$ cat src/rtl/grf_wport_arbiter.sv
// GRF write-port arbiter: writeback has priority, long-latency results queue in a FIFO.
// Optional GRF_ARB_FWD_EN adds same-cycle write-to-read bypass outputs.
module grf_wport_arbiter #(
    parameter int DEPTH        = 4,
    parameter int STARVE_LIMIT = 8
) (
    input  logic                     clk,
    input  logic                     reset,
    input  logic                     a_we,
    input  logic [4:0]               a_addr,
    input  logic [31:0]              a_wd,
    input  logic                     b_valid,
    input  logic [4:0]               b_addr,
    input  logic [31:0]              b_wd,
    output logic                     b_ready,
    output logic                     grf_we,
    output logic [4:0]               grf_a3,
    output logic [31:0]              grf_wd,
    input  logic [4:0]               r1_addr,
    input  logic [4:0]               r2_addr,
    output logic                     pend1,
    output logic                     pend2,
    output logic                     stall_req,
`ifdef GRF_ARB_FWD_EN
    output logic                     fwd1_hit,
    output logic [31:0]              fwd1_data,
    output logic                     fwd2_hit,
    output logic [31:0]              fwd2_data,
`endif
    output logic [$clog2(DEPTH):0]   q_count
);

    localparam int AW = $clog2(DEPTH);
    localparam int CW = AW + 1;
    localparam int SW = $clog2(STARVE_LIMIT + 1);

    logic [DEPTH-1:0] vld_q, vld_d;
    logic [4:0]       addr_q [DEPTH];
    logic [31:0]      data_q [DEPTH];
    logic [AW-1:0]    wp_q, wp_d, rp_q, rp_d;
    logic [CW-1:0]    cnt_q, cnt_d;
    logic [SW-1:0]    st_q, st_d;

    logic a_act, full, nempty, head_vld, push, pop, hit1, hit2;

    assign a_act    = a_we && (a_addr != 5'd0);
    assign full     = (cnt_q == CW'(DEPTH));
    assign nempty   = (cnt_q != '0);
    assign head_vld = nempty && vld_q[rp_q];
    assign b_ready  = reset && !full;
    assign push     = b_valid && b_ready && (b_addr != 5'd0);
    // Squashed heads still occupy a slot and are retired whenever A is idle.
    assign pop      = reset && !a_act && nempty;
    assign q_count  = cnt_q;

    assign stall_req = reset && ((st_q >= SW'(STARVE_LIMIT)) || full);

    always_comb begin
        grf_we = 1'b0;
        grf_a3 = 5'd0;
        grf_wd = 32'd0;
        if (reset && a_act) begin
            grf_we = 1'b1;
            grf_a3 = a_addr;
            grf_wd = a_wd;
        end else if (reset && head_vld) begin
            grf_we = 1'b1;
            grf_a3 = addr_q[rp_q];
            grf_wd = data_q[rp_q];
        end
    end

    always_comb begin
        vld_d = vld_q;
        if (a_act) begin
            for (int i = 0; i < DEPTH; i++) begin
                if (addr_q[i] == a_addr) vld_d[i] = 1'b0;
            end
        end
        if (pop)  vld_d[rp_q] = 1'b0;
        if (push) vld_d[wp_q] = 1'b1;
    end

    always_comb begin
        hit1 = push && (b_addr == r1_addr);
        hit2 = push && (b_addr == r2_addr);
        for (int i = 0; i < DEPTH; i++) begin
            if (vld_q[i] && addr_q[i] == r1_addr) hit1 = 1'b1;
            if (vld_q[i] && addr_q[i] == r2_addr) hit2 = 1'b1;
        end
        pend1 = (r1_addr != 5'd0) && hit1;
        pend2 = (r2_addr != 5'd0) && hit2;
    end

    always_comb begin
        wp_d  = push ? wp_q + AW'(1) : wp_q;
        rp_d  = pop  ? rp_q + AW'(1) : rp_q;
        cnt_d = cnt_q + CW'(push) - CW'(pop);
        if (!nempty || pop)
            st_d = '0;
        else if (st_q < SW'(STARVE_LIMIT))
            st_d = st_q + SW'(1);
        else
            st_d = st_q;
    end

    always_ff @(posedge clk or negedge reset) begin
        if (!reset) begin
            vld_q <= '0;
            wp_q  <= '0;
            rp_q  <= '0;
            cnt_q <= '0;
            st_q  <= '0;
        end else begin
            vld_q <= vld_d;
            wp_q  <= wp_d;
            rp_q  <= rp_d;
            cnt_q <= cnt_d;
            st_q  <= st_d;
        end
    end

    always_ff @(posedge clk) begin
        if (push) begin
            addr_q[wp_q] <= b_addr;
            data_q[wp_q] <= b_wd;
        end
    end

`ifdef GRF_ARB_FWD_EN
    assign fwd1_hit  = grf_we && (grf_a3 == r1_addr) && (r1_addr != 5'd0);
    assign fwd2_hit  = grf_we && (grf_a3 == r2_addr) && (r2_addr != 5'd0);
    assign fwd1_data = grf_wd;
    assign fwd2_data = grf_wd;
`endif

endmodule

$ cat config.mk
export PLATFORM = sky130hd
export DESIGN_NAME = grf_wport_arbiter
export DESIGN_NICKNAME = d
export VERILOG_FILES = /design/src/rtl/grf_wport_arbiter.sv
export SDC_FILE = /design/constraint.sdc
export NUM_CORES = 1
export LEC_CHECK = 0
export CORE_MARGIN = 2
export CORE_UTILIZATION = 45
export CTS_BUF_LIST = sky130_fd_sc_hd__clkbuf_8 sky130_fd_sc_hd__clkbuf_16
export DETAILED_ROUTE_END_ITERATION = 12
export PLACE_DENSITY = 0.79
export SYNTH_ARGS = -nofsm -noshare
export SYNTH_HDL_FRONTEND = slang
export SYNTH_SLANG_ARGS = --single-unit
$ cat constraint.sdc
create_clock -name clk -period 3.15 [get_ports clk]
set_input_delay 0.945 -clock clk [delete_from_list [all_inputs] [get_ports clk]]
set_output_delay 0.945 -clock clk [all_outputs]
set_load 0.005 [all_outputs]
=== Yosys cells after proc, flatten, opt, wreduce, memory -nomap -nowiden ===
Memory sizes are Yosys's and may differ from the RTL's.
Index checks and enable logic that the tools add are counted.

* Register bits after elaboration: 15
* RAM bits: 148
* Input port bits: 88
* Output and inout port bits: 45
* Logic and storage cells: 102
* Memories: 2

* Add/subtract/negate cells: 5
* Order comparisons: 6
* Equal/unequal tests: 15
* Muxes and demuxes: 31
* Bitwise operators: 3
* Reductions and logical operators: 35

{| class="wikitable"
|+ Memories
! memory !! words !! width !! read ports !! clocked after memory_dff !! wr ports !! line !! source
|-
| data_q || 4 || 32 || 1 || 0 || 1 || 39 || <nowiki>logic [31:0] data_q [DEPTH];</nowiki>
|-
| addr_q || 4 || 5 || 5 || 0 || 1 || 38 || <nowiki>logic [4:0] addr_q [DEPTH];</nowiki>
|}

{| class="wikitable"
|+ Operators by type and width
! cell !! number
|-
| 5-bit equality test || 14
|-
| 32-bit two-way mux || 2
|-
| 1-bit logical AND || 24
|-
| 4-bit two-way mux || 5
|-
| 5-bit nonzero test || 4
|-
| 1-bit two-way mux || 19
|-
| 5-bit two-way mux || 2
|-
| 2-bit by 3-bit less-than comparator with 1-bit output (second input constant) || 2
|-
| 2-bit by 1-bit adder with 2-bit output (second input constant) || 2
|-
| 4-bit by 1-bit adder with 4-bit output (second input constant) || 1
|-
| 4-bit AND || 1
|-
| 1-bit demux with 2-bit select || 2
|-
| 2-bit by 1-bit >= comparator with 1-bit output (second input constant) || 2
|-
| 4-bit >= comparator (second input constant) || 1
|-
| 4-bit less-than comparator (second input constant) || 1
|-
| 4-bit inverter || 1
|-
| 4-bit bitwise OR || 1
|-
| 3-bit by 1-bit adder with 3-bit output || 1
|-
| 3-bit equality test (second input constant) || 1
|-
| 1-bit zero test || 3
|-
| 3-bit nonzero test || 1
|-
| 3-bit by 1-bit subtractor with 3-bit output || 1
|-
| 1-bit binary-select mux with 2-bit select || 1
|-
| 1-bit logical OR || 2
|-
| 2-bit nonzero test || 1
|}

=== Longest topological paths before layout ===
* Depth after elaboration: 11
* Gate-level depth with buffers: 11
* Gate-level depth less buffers: 9

=== Worst setup path after synthesis ===
Ideal clock, no wire load.

* Path kind: input-to-output
* Start point: input a_addr[2]
* End point: output grf_wd[10]
* Data arrival time: 2.396 ns
* Data required time: 2.205 ns
* Slack: -0.191 ns
* Stages: 8
* Path buffers: 3
* Cells stage by stage: buf_2 or4_4 o21ai_4 or2_1 buf_4 buf_6 nand2_1 a21oi_1

* Word-level cells in the longest chain between the ends: 4

{| class="wikitable"
|+ RTL lines
! what !! line !! source
|-
| start, declared || 10 || <nowiki>input logic [4:0] a_addr,</nowiki>
|-
| 5-bit nonzero test || 46 || <nowiki>assign a_act = a_we && (a_addr != 5'd0);</nowiki>
|-
| 1-bit logical AND || 46 ||
|-
| 1-bit logical AND || 62 || <nowiki>if (reset && a_act) begin</nowiki>
|-
| 32-bit two-way mux || 62 ||
|-
| end, declared || 18 || <nowiki>output logic [31:0] grf_wd,</nowiki>
|}

No other way between the ends.

=== Final worst setup path ===
* Start point: input a_addr[4]
* End point: output grf_wd[27]

The elaborated chain is that of the path after synthesis.

==> metrics.yaml <==
status:
  status: "complete, but fails checks"
  violations: "setup timing"
pwr:
  p_leak_uw: 0.00404
  power.density_nw_per_um2: 712
  vdd.ir_drop.worst_mv: 0.465
placed_design:
  dp_hpwl_mm: 12.5
  place_ws_ns: -1.15
  dp_cells: 882
  gp_congestion: 0.917
  portBuffers: 132
  postPlaceCellArea_um2: 9710
sta:
  timing.final.ws_setup_ns: -0.418
  timing.fmax_mhz: 280
  setup_viol: 38
  fin_crit_sh_pct: 113
  holdWs_ns: 0.578
  max_slew.worst_pin.slew_ns: 0.381
  maxSlewHeadroom_pct: 74.6
  clock_skew_ns: 0.0102
  period_needed_ns: 3.57
  hold_viol_final: 0
  rsz0062_at_grt: "true"
  slew_violations: 0
logic_synthesis:
  yosysMostFrequentCell: "edfxtp_1"
  syn_inst: 516
  ys_warn_count: 0
  seq_area_frac_synth_pct: 63.1
  yosysTopAreaCellShare_pct: 58.2
  synthArstFlopShare_pct: 9.20
  synthFlopType: "edfxtp_1"
  synth_edf_count: 148
  synth_top_area_cell: "edfxtp_1"
  syn_nets: 616
  syn_area_per_cell_um2: 14.8
  syn_area_um2: 7640
  ys_ff_latch: 163
  ys_types: 35
  synth_common_cells: "edfxtp_1, nand2_1, xor2_1, a21oi_1, mux4_2"
  netlist_top_cells_area: "edfxtp_1, mux4_2, xor2_1"
global_routing:
  grt-ovfl-total: 0
  antenna_found_initial: 0
  grt_pass1_vias: 5497
  grt_max_degree: 36
  grt_first_pass_wirelength_mm: 31.6
  grt_usage_pct: 23.7
drt:
  post_drt_wl_per_cell_um: 21.1
  dr.pass1.iters: 5
  vias_per_cell: 5.33
  wirelength_mm: 20.3
  ant_nets: 0
  drcViolationCount: 0
  drtIter0Drc: 446
  vias: 5116
critical_path:
  worstSetupEndpoint: "grf_wd[27]"
  r2r-end: "q_count[2]"
  cp_common_cell: "buf_6"
  cp-start-kind: "input pin"
  crit_path_max_incr_delay_ns: 0.54
  critPathArrivalTime_ns: 2.62
  r2r_slack_ns: 0.58
  reg2regPathDepth: 12
  path_max_fanout: 5
  endpoint_kind: "output port"
  slowest_stage: "or4_4"
  path_cells: "buf_6 > or4_4 > o21ai_4 > buf_6 > nand2_4 > nand2_4 > buf_6 > buf_12 > buf_12 > buf_8 > a21oi_2 > buf_2"
  r2r-start: "q_count[1]"
  crit_type: "in -> out"
  startpoint: "a_addr[4]"
  cp.required_ns: 2.20
die:
  start_util_pct: 46.1
  die_width_um: 134
  core_area_um2: 16600
  rows: 47
  dieArea_um2: 18000
  boundaryPins: 133
  die_h_um: 134
final_layout:
  diodes: 0
  area_growth_pct: 42.9
  n_fill_cell: 1173
  postLayoutCoreUtil_pct: 65.8
  fin_area_um2: 10900
  nets: 827
  drive_gt1_share_pct: 41.6
  instances_no_fill: 960
clock_tree:
  clk_latency_ns: 0.42
  hold_buffers: 0
  cts_tree: "yes"
  cts_sinks: 163
  clk_path_buf_depth: 2
  htreeDepth: 4
  numCtsBuffers: 17
  clkTransAtPathRegs_ns: 0.07
  root_buffer: "clkbuf_16"
worst_hold_path:
  holdPathStages: 2
  hold_start: "st_q[2]"
  hold_class: "reg -> reg"
job:
  max_cap_violations: 0
[worst min-delay path by stage]
stage              end  slack (ns)
3_3_place_gp   st_q[2]        0.53
5_1_grt        st_q[2]        0.60
2_1_floorplan  st_q[2]        0.51
6_report       st_q[2]        0.58
3_5_place_dp   st_q[2]        0.57
4_1_cts        st_q[2]        0.58
[layout make-up]
cell class / instances / area, µm² / share of cell area, %
inverters: 11 / 41.3 / 0.378
well taps: 220 / 275 / 2.52
clock inverters: 15 / 216 / 1.98
repair buffers: 226 / 2200 / 20.1
clock buffers: 17 / 425 / 3.90
flip-flops and latches: 163 / 4820 / 44.2
multi-input cells: 308 / 2930 / 26.9
[worst max-delay path: cells and delay by family]
kind | cells | cell delay [ns]
buf+inv | 7 | 0.80
simple gates | 3 | 0.67
compound gates | 2 | 0.21
[timing repair]
action,in CTS,in global routing
endpoints found under the setup margin,44,41
pin swaps,32,30
resized for setup,287,46
setup buffers,39,6
cloned,5,0
hold endpoints to repair,0,0
[power by group]
group | switching (µW) | internal [µW]
registers | 204 | 2660
logic | 1270 | 1450
clock network | 901 | 1290
[sequential cells by signal, indices dropped and copies added, names as in the netlist]
name / cells
st_q: 4
rp_q: 2
addr_q: 20
wp_q: 2
vld_q: 4
data_q: 128
q_count: 3
[per-layer routing]
layer  vias up  global-route usage [%]  routed length (µm)
met5         -                       0                   0
met2       192                    39.5               10300
li1       2340                       -                   -
met1      2563                    32.1                8430
met3        21                    5.37                1310
met4         0                    5.61                 269
[through the flow]
| stage | power, µW | TNS [ns] |
|---|---|---|
| 2_1_floorplan | 4320 | -5.27 |
| 3_3_place_gp | 5280 | -43.16 |
| 3_5_place_dp | 5340 | -45.52 |
| 4_1_cts | 7770 | -13.28 |
| 5_1_grt | 8140 | -15.03 |
| 6_report | 7770 | -13.08 |
[cells in the final DEF (no fill, tap or decap), types with 3 or more instances in the layout]
cell type,Yosys,routed
edfxtp_1,148,148
clkdlybuf4s50_1,0,72
buf_4,1,55
xor2_1,52,51
nand2_1,78,49
buf_2,9,43
mux4_2,38,38
a21oi_2,0,33
xnor2_1,25,25
nand2_2,0,19
buf_6,5,19
buf_12,0,19
clkbuf_16,0,17
nand3_1,13,13
dfrtp_1,15,13
nand2_4,0,10
ha_1,11,10
inv_1,11,9
nor4_1,12,8
buf_8,0,7
dlygate4sd2_1,0,6
nor2_1,7,5
and2_2,0,4
nor4_2,0,4
inv_6,0,4
a21oi_1,38,3
a32o_1,4,3
a31o_2,3,3
clkinv_8,0,3
bufinv_16,0,3
buf_16,0,3
[logic make-up after synthesis]
kind of cell             count (synthesis)  synth area share (%)
flip-flops                             163                  63.1
AND/OR/NAND/NOR                        129                  7.77
buffers and inverters                   46                  2.95
AO/OA/AOI/OAI                           50                  3.95
XOR/XNOR                                77                  8.83
adder cells (fa/ha/maj)                 12                  2.06
multiplexers                            39                  11.3
Power figures use the tool's default switching activity.
